$ cat config.mk
export PLATFORM = sky130hd
export DESIGN_NAME = hdc_classify_ctrl
export DESIGN_NICKNAME = d
export VERILOG_FILES = /design/src/rtl/hdc_classify_ctrl_pkg.sv /design/src/rtl/hdc_classify_ctrl_tokenizer.sv /design/src/rtl/hdc_classify_ctrl.sv
export SDC_FILE = /design/constraint.sdc
export NUM_CORES = 2
export LEC_CHECK = 0
export BUFFER_PORTS_ARGS = -buffer_cell sky130_fd_sc_hd__buf_2
export CORE_MARGIN = 5
export CORE_UTILIZATION = 43
export DETAILED_ROUTE_END_ITERATION = 7
export HOLD_SLACK_MARGIN = 0.1
export SETUP_SLACK_MARGIN = 0.4
export SLEW_MARGIN = 30
export SYNTH_ARGS = -nofsm -noshare
export SYNTH_HDL_FRONTEND = slang
export SYNTH_SLANG_ARGS = --single-unit
$ cat constraint.sdc
create_clock -name clk -period 5.85 [get_ports clk]
set_input_delay 1.17 -clock clk [delete_from_list [all_inputs] [get_ports clk]]
set_output_delay 1.17 -clock clk [all_outputs]
set_load 0.03 [all_outputs]
$ cat src/rtl/hdc_classify_ctrl_pkg.sv
// ==========================================================================
// hdc_classify_ctrl_pkg : shared types and constants for the HDC classifier
// sequencer (FSM states, token map, result codes).
// Revision: 1.0
// ==========================================================================
`default_nettype none

package hdc_classify_ctrl_pkg;

  localparam int NUM_CHAR        = 37;
  localparam int TOK_W           = 6;
  localparam int TOK_OTHER       = 0;
  localparam int TOK_DIGIT_BASE  = 1;
  localparam int TOK_LETTER_BASE = 11;

  localparam logic [1:0] RES_SPAM  = 2'b00;
  localparam logic [1:0] RES_HAM   = 2'b01;
  localparam logic [1:0] RES_UNDEC = 2'b11;

  typedef enum logic [2:0] {
    ST_LOAD    = 3'd0,
    ST_CLR     = 3'd1,
    ST_ACCUM   = 3'd2,
    ST_THRESH  = 3'd3,
    ST_COMPARE = 3'd4,
    ST_DRAIN   = 3'd5,
    ST_DECIDE  = 3'd6
  } state_t;

endpackage

`default_nettype wire

$ cat src/rtl/hdc_classify_ctrl_tokenizer.sv
// ==========================================================================
// hdc_classify_ctrl_tokenizer : combinational ASCII -> 6-bit token map.
// Revision: 1.0
// ==========================================================================
`default_nettype none

module hdc_classify_ctrl_tokenizer
  import hdc_classify_ctrl_pkg::*;
(
  input  logic [7:0]       ch,
  output logic [TOK_W-1:0] token
);

  always_comb begin
    token = TOK_W'(TOK_OTHER);
    // Upper and lower case share the same letter tokens.
    if (ch >= 8'h61 && ch <= 8'h7a)
      token = TOK_W'(ch - 8'h61 + 8'(TOK_LETTER_BASE));
    else if (ch >= 8'h41 && ch <= 8'h5a)
      token = TOK_W'(ch - 8'h41 + 8'(TOK_LETTER_BASE));
    else if (ch >= 8'h30 && ch <= 8'h39)
      token = TOK_W'(ch - 8'h30 + 8'(TOK_DIGIT_BASE));
  end

endmodule

`default_nettype wire

$ cat src/rtl/hdc_classify_ctrl.sv
// ==========================================================================
// hdc_classify_ctrl : buffers a tokenized message and sequences the chunked
// HV datapath through clear/accumulate/threshold/compare, then decides.
// Revision: 1.0
// ==========================================================================
`default_nettype none

module hdc_classify_ctrl
  import hdc_classify_ctrl_pkg::*;
#(
  parameter  int MAX_LENGTH = 200,
  parameter  int DIM        = 10000,
  parameter  int CHUNK      = 100,
  parameter  int DIST_W     = 18,
  parameter  int DP_LAT     = 2,
  localparam int NCHUNK     = DIM / CHUNK,
  localparam int CW         = $clog2(NCHUNK),
  localparam int LW         = $clog2(MAX_LENGTH + 1),
  localparam int DRW        = (DP_LAT > 1) ? $clog2(DP_LAT) : 1
) (
  input  logic              clk,
  input  logic              reset,
  input  logic              msg_valid,
  output logic              msg_ready,
  input  logic [7:0]        msg_char,
  input  logic              msg_last,
  output logic [TOK_W-1:0]  im_addr,
  output logic [CW-1:0]     chunk_idx,
  output logic              acc_clr,
  output logic              acc_en,
  output logic              acc_last,
  output logic              thr_en,
  output logic              cmp_clr,
  output logic              cmp_en,
  input  logic [DIST_W-1:0] dist_ham,
  input  logic [DIST_W-1:0] dist_spam,
  output logic              busy,
  output logic              overflow,
  output logic              result_valid,
  output logic [1:0]        result
);

  state_t           state;
  logic [LW-1:0]    len;
  logic [LW-1:0]    tok_idx;
  logic [DRW-1:0]   drain_cnt;
  logic [TOK_W-1:0] token;
  logic [TOK_W-1:0] tok_mem [MAX_LENGTH];

  wire last_chunk = (chunk_idx == CW'(NCHUNK - 1));
  wire accept     = (state == ST_LOAD) && msg_valid;

  assign msg_ready = (state == ST_LOAD);
  assign busy      = (state != ST_LOAD);

  hdc_classify_ctrl_tokenizer u_tokenizer (
    .ch    (msg_char),
    .token (token)
  );

  // Token file carries no reset: contents are only read for indices below len.
  always_ff @(posedge clk) begin
    if (accept && (len < LW'(MAX_LENGTH)))
      tok_mem[len] <= token;
  end

  always_ff @(posedge clk or negedge reset) begin
    if (!reset) begin
      state        <= ST_LOAD;
      len          <= '0;
      tok_idx      <= '0;
      drain_cnt    <= '0;
      im_addr      <= '0;
      chunk_idx    <= '0;
      acc_clr      <= 1'b0;
      acc_en       <= 1'b0;
      acc_last     <= 1'b0;
      thr_en       <= 1'b0;
      cmp_clr      <= 1'b0;
      cmp_en       <= 1'b0;
      overflow     <= 1'b0;
      result_valid <= 1'b0;
      result       <= RES_UNDEC;
    end else begin
      result_valid <= 1'b0;
      case (state)
        ST_LOAD: begin
          if (msg_valid) begin
            // len==0 marks the first char of a new message.
            if (len == '0)
              overflow <= 1'b0;
            if (len < LW'(MAX_LENGTH))
              len <= len + LW'(1);
            else
              overflow <= 1'b1;
            if (msg_last) begin
              state     <= ST_CLR;
              acc_clr   <= 1'b1;
              chunk_idx <= '0;
            end
          end
        end

        ST_CLR: begin
          if (last_chunk) begin
            state     <= ST_ACCUM;
            acc_clr   <= 1'b0;
            acc_en    <= 1'b1;
            chunk_idx <= '0;
            tok_idx   <= '0;
            im_addr   <= tok_mem[0];
            acc_last  <= (len == LW'(1));
          end else begin
            chunk_idx <= chunk_idx + CW'(1);
          end
        end

        ST_ACCUM: begin
          if (last_chunk) begin
            chunk_idx <= '0;
            if (tok_idx == len - LW'(1)) begin
              state    <= ST_THRESH;
              acc_en   <= 1'b0;
              acc_last <= 1'b0;
              im_addr  <= '0;
              thr_en   <= 1'b1;
            end else begin
              tok_idx  <= tok_idx + LW'(1);
              im_addr  <= tok_mem[tok_idx + LW'(1)];
              acc_last <= ((tok_idx + LW'(1)) == (len - LW'(1)));
            end
          end else begin
            chunk_idx <= chunk_idx + CW'(1);
          end
        end

        ST_THRESH: begin
          if (last_chunk) begin
            state     <= ST_COMPARE;
            thr_en    <= 1'b0;
            cmp_en    <= 1'b1;
            cmp_clr   <= 1'b1;
            chunk_idx <= '0;
          end else begin
            chunk_idx <= chunk_idx + CW'(1);
          end
        end

        ST_COMPARE: begin
          cmp_clr <= 1'b0;
          if (last_chunk) begin
            state     <= ST_DRAIN;
            cmp_en    <= 1'b0;
            chunk_idx <= '0;
            drain_cnt <= '0;
          end else begin
            chunk_idx <= chunk_idx + CW'(1);
          end
        end

        ST_DRAIN: begin
          if (drain_cnt == DRW'(DP_LAT - 1))
            state <= ST_DECIDE;
          else
            drain_cnt <= drain_cnt + DRW'(1);
        end

        ST_DECIDE: begin
          if (dist_ham < dist_spam)
            result <= RES_HAM;
          else if (dist_ham > dist_spam)
            result <= RES_SPAM;
          else
            result <= RES_UNDEC;
          result_valid <= 1'b1;
          len          <= '0;
          state        <= ST_LOAD;
        end

        default: state <= ST_LOAD;
      endcase
    end
  end

endmodule

`default_nettype wire

Word-level counts from Yosys, hierarchy flattened
Memory sizes are Yosys's and may differ from the RTL's. Cells that the tools add are included. Widths: inputs -> output; s select.

Reductions and logical operators: 28. Equality and inequality tests: 21. Multiplexer cells: 53. $lt $le $gt $ge: 9. Add/sub/neg operators: 11.

Operators by type and width (count): $mux 8 (5); $mux 6 (6); $pmux 8 s2 (2); $mux 3 (8); $mux 7 (3); $gt 18x18->1 (1); $lt 18x18->1 (1); $ne 2x2->1 const B (9); $pmux 3 s6 (1); $mux 1 (17); $add 8x1->8 const B (2); $eq 8x8->1 (2); $ge 8x7->1 const B (2); $le 8x7->1 const B (2); $reduce_and 4->1 (4); $reduce_and 3->1 (5); $pmux 1 s2 (7); $pmux 7 s2 (1); $reduce_bool 2->1 (7); $add 6x4->6 const B (2); $pmux 6 s2 (1); $sub 6x6->6 const B (2); $eq 3x3->1 const B (3); $eq 8x1->1 const B (1); 20 further kinds (28).

Output and inout bits: 25. Memories kept: 1. Bits in registers: 43. Logic and storage cells: 138. Memory bits (writable): 1200.

Memories: tok_mem (words 200, bits a word 6, rd ports 2, clocked after memory_dff 0, wr ports 1, RTL line hdc_classify_ctrl.sv:48) `logic [TOK_W-1:0] tok_mem [MAX_LENGTH];`.

Longest topological paths before layout
Depth in word-level cells: 5. Depth in mapped cells: 13.

By module
From an unflattened synthesis, not the netlist that was laid out.

Cell total of the unflattened synthesis: 2532. Area, all modules: 50424.6 µm².

By module, submodules not included: hdc_classify_ctrl (times used 1, cells an instance 2495, area an instance 50136.8 µm², sequential area each 37113.1 µm²); hdc_classify_ctrl_tokenizer (times used 1, cells an instance 37, area an instance 287.8 µm², sequential area each 0.0 µm²).

Worst setup path before layout
No wires, ideal clock.

Path kind: input-to-reg. From: in msg_char[2]. To: mem tok_mem[0][1] (data pin). Arrival: 9.780 ns. Slack: -5.686 ns. Stages: 6. Setup time: 1.756 ns. Required time: 4.094 ns. Buffers on the path: 0. Cell sequence: inv_1 ha_1 inv_1 o311ai_0 o21ai_0 o21ai_0.

Word-level cells in the longest chain between the ends: 5. Elaborated cells between the ends (all ways): 12.

Ends and longest elaborated chain: from (decl) (RTL line hdc_classify_ctrl.sv:25) `input logic [7:0] msg_char,`; $ge 8x6->1 or $le 8x6->1 (tied branches) (RTL line hdc_classify_ctrl_tokenizer.sv:21) `else if (ch >= 8'h30 && ch <= 8'h39)`; $logic_and 1x1->1 (RTL line hdc_classify_ctrl_tokenizer.sv:21); $mux 6 (RTL line hdc_classify_ctrl_tokenizer.sv:21); $mux 6 (RTL line hdc_classify_ctrl_tokenizer.sv:19) `else if (ch >= 8'h41 && ch <= 8'h5a)`; $mux 6 * (RTL line hdc_classify_ctrl_tokenizer.sv:17) `if (ch >= 8'h61 && ch <= 8'h7a)`; named net token[1] (RTL line hdc_classify_ctrl.sv:47) `logic [TOK_W-1:0] token;`; to (decl) (RTL line hdc_classify_ctrl.sv:48).

The timed path passes the listed nets; every way through them passes the cells marked *.

Final worst setup path
From: reg tok_idx[0]. To: reg im_addr[2].

Word-level cells in the longest chain between the ends: 5. Elaborated cells between the ends (all ways): 6.

Ends and longest elaborated chain: from (decl) (RTL line hdc_classify_ctrl.sv:45) `logic [LW-1:0] tok_idx;`; from (signal assigned) (RTL line hdc_classify_ctrl.sv:128) `tok_idx <= tok_idx + LW'(1);`; $add 8x1->8 (RTL line hdc_classify_ctrl.sv:129) `im_addr <= tok_mem[tok_idx + LW'(1)];`; $mem_v2 200x6; $mux 6 * (RTL line hdc_classify_ctrl.sv:121) `if (tok_idx == len - LW'(1)) begin`; $mux 6 * (RTL line hdc_classify_ctrl.sv:119) `if (last_chunk) begin`; $pmux 6 s2 * (RTL line hdc_classify_ctrl.sv:86) `case (state)`; to (signal assigned) (RTL line hdc_classify_ctrl.sv:111) `im_addr <= tok_mem[0];`; to (signal assigned) (RTL line hdc_classify_ctrl.sv:129); to (decl) (RTL line hdc_classify_ctrl.sv:27) `output logic [TOK_W-1:0] im_addr,`.

Every way passes the cells marked *; elsewhere a longest branch is shown, timed or not. The select of a mux whose other input is x is not followed. A chain may end at the register's enable or synchronous reset.

==> flow_metrics.env <==
export IMPL_run_status="finished clean"
export IMPL_synthXorXnorAreaFrac=0.00610
export IMPL_final_cell_count_no_fill=4390
export IMPL_vias=26400
export IMPL_wirelength_um=128000
export IMPL_rsz0062_at_grt="false"
export IMPL_initial_utilization=0.433
export IMPL_skew_ns=0.0320
export IMPL_place_congestion=0.914
export IMPL_cts_htree_levels=3
export IMPL_synth_compound_gate_area_share=0.0300
export IMPL_p_switching_mw=4.37
export IMPL_synth_common_cells="sky130_fd_sc_hd__edfxtp_1 (1200), sky130_fd_sc_hd__mux4_2 (309), sky130_fd_sc_hd__nor2_1 (244), sky130_fd_sc_hd__nand2_1 (164), sky130_fd_sc_hd__clkbuf_1 (78)"
export IMPL_cts_root_buf="sky130_fd_sc_hd__clkbuf_16"
export IMPL_grt_use_total=0.207
export IMPL_synth_area_per_cell_um2=18.9
export IMPL_detailed_place_hpwl_um=79100
export IMPL_finalCriticalPeriod_ns=4.36
export IMPL_place_detailed_instances=4160
export IMPL_post_route_drc_count=0
export IMPL_critical_path_reg2reg_startpoint="tok_idx[0]"
export IMPL_clock_power_share=0.414
export IMPL_cap_viol_max_count=0
export IMPL_synth_mux_area_fraction=0.153
export IMPL_postCtsSetupBuffers=0
export IMPL_static_leakage_power_nw=17.8
export IMPL_crit_fanout=35
export IMPL_port_buffers=72
export IMPL_fmax_ghz=0.229
export IMPL_vias_in_the_first_global_route=26800
export IMPL_final_setup_tns_ns=0
export IMPL_endpoint="im_addr[2]"
export IMPL_ctsLongestPathBuffers=3
export IMPL_globalRoute_totalOverflow=0
export IMPL_slowest_stage_cell_cp="sky130_fd_sc_hd__dfrtp_4"
export IMPL_max_vdd_ir_drop_mv=0.235
export IMPL_finalSetupViolCount=0
export IMPL_critical_path_top_delay_family="simple AND/OR/NAND/NOR gates"
export IMPL_cts_hold_buf=0
export IMPL_finalNetCount=2839
export IMPL_tritoncts_num_buffers=121
export IMPL_wire_length_of_the_first_global_routing_pass_um=186000
export IMPL_core_rowCount=125
export IMPL_cell_internal_pwr_mw=14.8
export IMPL_count_of_cell_types_in_the_netlist=63
export IMPL_timing_rr_end="im_addr[2]"
export IMPL_netlist_area_mm2=0.0503
export IMPL_top_level_ports=73
export IMPL_sequential_area_share_after_synthesis=0.738
export IMPL_placeableCoreArea_mm2=0.116
export IMPL_switching_share=0.229
export IMPL_hold_viol=0
export IMPL_clk_pin_slew_ns=0.06
export IMPL_largest_net_degree_at_the_start_of_global_routing=201
export IMPL_total_power_mw=19.1
export IMPL_period_share=0.746
export IMPL_initial_antenna_violation_count=12
export IMPL_hold_class="reg2reg"
export IMPL_die_h_um=352
export IMPL_setup_reg_to_reg_worst_slack_ns=1.49
export IMPL_report_final_slew_viol_count=0
export IMPL_dominant_register_cell_in_the_synthesized_netlist="sky130_fd_sc_hd__edfxtp_1"
export IMPL_crit_required_ns=6.47
export IMPL_seq_power_share=0.524
export IMPL_worst_skew_pair_late_latency_ns=0.71
export IMPL_synthMostInstantiatedCell="sky130_fd_sc_hd__edfxtp_1"
export IMPL_wire_per_inst_um=29.1
export IMPL_drive_gt1_frac=0.229
export IMPL_worst_ep_arrival_time_ns=4.98
export IMPL_crit_chain="nand3_1 -> nor3_1 -> or2_2 -> nand2_1 -> a211oi_1 -> a31oi_1 -> a221o_1 -> a32oi_1"
export IMPL_detailed_router_iteration_count_before_antenna_repair=6
export IMPL_synth_async_sr_flop_share=0.0346
export IMPL_worst_setup_path_end_kind="flop"
export IMPL_setup_worst_path_start_class="flop"
export IMPL_worstPathBufferInverterCount=0
export IMPL_cts_sink_count=1243
export IMPL_synth_simple_gate_area_frac=0.0482
export IMPL_synthToLayoutAreaGrowth_pct=12.7
export IMPL_timing_critical_path_from="tok_idx[0]"
export IMPL_crit_cells=8
export IMPL_yosysWarnings=0
export IMPL_postSynthNetCount=2742
export IMPL_yosys_top_cells_area="sky130_fd_sc_hd__edfxtp_1 (72%), sky130_fd_sc_hd__mux4_2 (14%), sky130_fd_sc_hd__dfrtp_1 (2.0%), sky130_fd_sc_hd__nor2_1 (1.8%), sky130_fd_sc_hd__mux2i_1 (1.2%)"
export IMPL_cts_resized=0
export IMPL_cp_slowest_stage_delay_ns=0.88
export IMPL_drt_first_iter_violations=3026
export IMPL_fp_dieArea_mm2=0.124
export IMPL_largest_family_of_logic_cells_by_synthesized_area="multiplexers"
export IMPL_syn_instance_count=2663
export IMPL_ff2ff_path_depth=8
export IMPL_combPwrFrac=0.062
export IMPL_type_of_the_setup_path_with_the_least_slack="reg2reg"
export IMPL_postLayoutCoreUtil=0.488
export IMPL_post_synth_top_area_fraction=0.717
export IMPL_power_density_mw_per_mm2=338
export IMPL_tightest_slew_ns=1.11
export IMPL_worst_slew_margin_rel=0.257
export IMPL_tritoncts="built"
export IMPL_arithmetic_cell_share_of_the_synthesized_area_counting_full_adders_half_adders_and_majority_gates=0.00772
export IMPL_synth_ff_latch_count=1243
export IMPL_die_w_um=352
export IMPL_antenna_left=0
export IMPL_drt_vias_per_instance=6.01
export IMPL_synth_top_area_cell="sky130_fd_sc_hd__edfxtp_1"
export IMPL_synth_enable_flop_cells=1200
-- registers in the layout (all words and copies together), names as in the netlist --
register / count
acc_clr: 1
state: 3
result_valid: 1
im_addr: 6
thr_en: 1
cmp_en: 1
acc_last: 1
tok_mem: 1200
overflow: 1
cmp_clr: 1
len: 8
result: 2
drain_cnt: 1
acc_en: 1
chunk_idx: 7
tok_idx: 8
-- kinds of logic after synthesis --
kind of cell / after synthesis
buffers and inverters: 186
xor gates and xnor gates: 35
and+or+nand+nor: 558
muxes: 382
adders and majority gates: 31
DFF: 1243
AOI/OAI and AO/OA: 228
-- layout make-up --
class	instances	area (um2)
inverters	38	143
clock inverters	70	768
well taps	1524	1910
multi-input cells	1234	12500
fillers	9447	59600
clock buffers	156	3300
repair buffers	122	910
diodes	3	7.51
flip-flops and latches	1243	37100
-- cell usage in the layout (no fill, tap or decap), types with 11 or more instances in the layout --
| cell type | n |
|---|---|
| sky130_fd_sc_hd__clkbuf_16 | 126 |
| sky130_fd_sc_hd__nand3_1 | 50 |
| sky130_fd_sc_hd__o21ai_0 | 53 |
| sky130_fd_sc_hd__a32oi_1 | 19 |
| sky130_fd_sc_hd__a31oi_1 | 17 |
| sky130_fd_sc_hd__a21oi_1 | 47 |
| sky130_fd_sc_hd__nor2_1 | 238 |
| sky130_fd_sc_hd__a211oi_1 | 11 |
| sky130_fd_sc_hd__inv_1 | 36 |
| sky130_fd_sc_hd__nand2_1 | 161 |
| sky130_fd_sc_hd__ha_1 | 30 |
| sky130_fd_sc_hd__clkinv_2 | 22 |
| sky130_fd_sc_hd__bufinv_16 | 15 |
| sky130_fd_sc_hd__nand4_1 | 22 |
| sky130_fd_sc_hd__edfxtp_1 | 1200 |
| sky130_fd_sc_hd__buf_4 | 36 |
| sky130_fd_sc_hd__o31ai_1 | 12 |
| sky130_fd_sc_hd__buf_2 | 72 |
| sky130_fd_sc_hd__mux4_2 | 309 |
| sky130_fd_sc_hd__o211ai_1 | 14 |
| sky130_fd_sc_hd__clkinv_1 | 21 |
| sky130_fd_sc_hd__clkbuf_1 | 27 |
| sky130_fd_sc_hd__a22oi_1 | 11 |
| sky130_fd_sc_hd__buf_12 | 12 |
| sky130_fd_sc_hd__nor3_1 | 14 |
| sky130_fd_sc_hd__xor2_1 | 11 |
| sky130_fd_sc_hd__dfrtp_1 | 40 |
| sky130_fd_sc_hd__mux2i_1 | 62 |
| sky130_fd_sc_hd__and3_1 | 13 |
| sky130_fd_sc_hd__xnor2_1 | 19 |
-- per-layer routing --
layer / routed length (um) / GRT usage / vias up / share of wire
li1: - / - / 11000 / -
met1: 52300 / 0.289 / 14000 / 0.41
met2: 60400 / 0.331 / 1163 / 0.47
met3: 11200 / 0.0469 / 266 / 0.088
met4: 3850 / 0.0583 / 12 / 0.030
met5: 79 / 0 / - / 0.00062
-- power by group through the flow --
stage	clock [mW]	sequential [mW]	combinational (mW)
2_1_floorplan	0	10.2	0.606
3_3_place_gp	0	10.2	1.13
3_5_place_dp	0	10.2	1.16
4_1_cts	8.03	10.0	1.17
5_1_grt	8.42	10.0	1.25
6_report	7.92	10.0	1.18
-- worst min-delay path, delay by kind of cell (launching register included) --
kind	cells	cell delay [ns]
flops	1	0.37
simple gates	2	0.10
-- stage by stage --
step	hold WS [ns]	worst slack (ns)	cell area, um2
after floorplan	0.488	0.111	50300
after global placement	0.464	1.44	52500
after detailed placement	0.471	1.44	52500
after CTS	0.479	1.40	56600
after global routing	0.512	1.22	56600
final	0.475	1.49	56700
-- how the worst min path moves through the flow --
stage                     startpoint   endpoint  cells past startpoint
after floorplan            drain_cnt  drain_cnt                      1
after global placement     result[0]  result[0]                      2
after detailed placement   result[0]  result[0]                      2
after CTS                  result[0]  result[0]                      2
after global routing       result[0]  result[0]                      2
final                      result[0]  result[0]                      2
No activity file was read; power rests on OpenSTA's default activity.
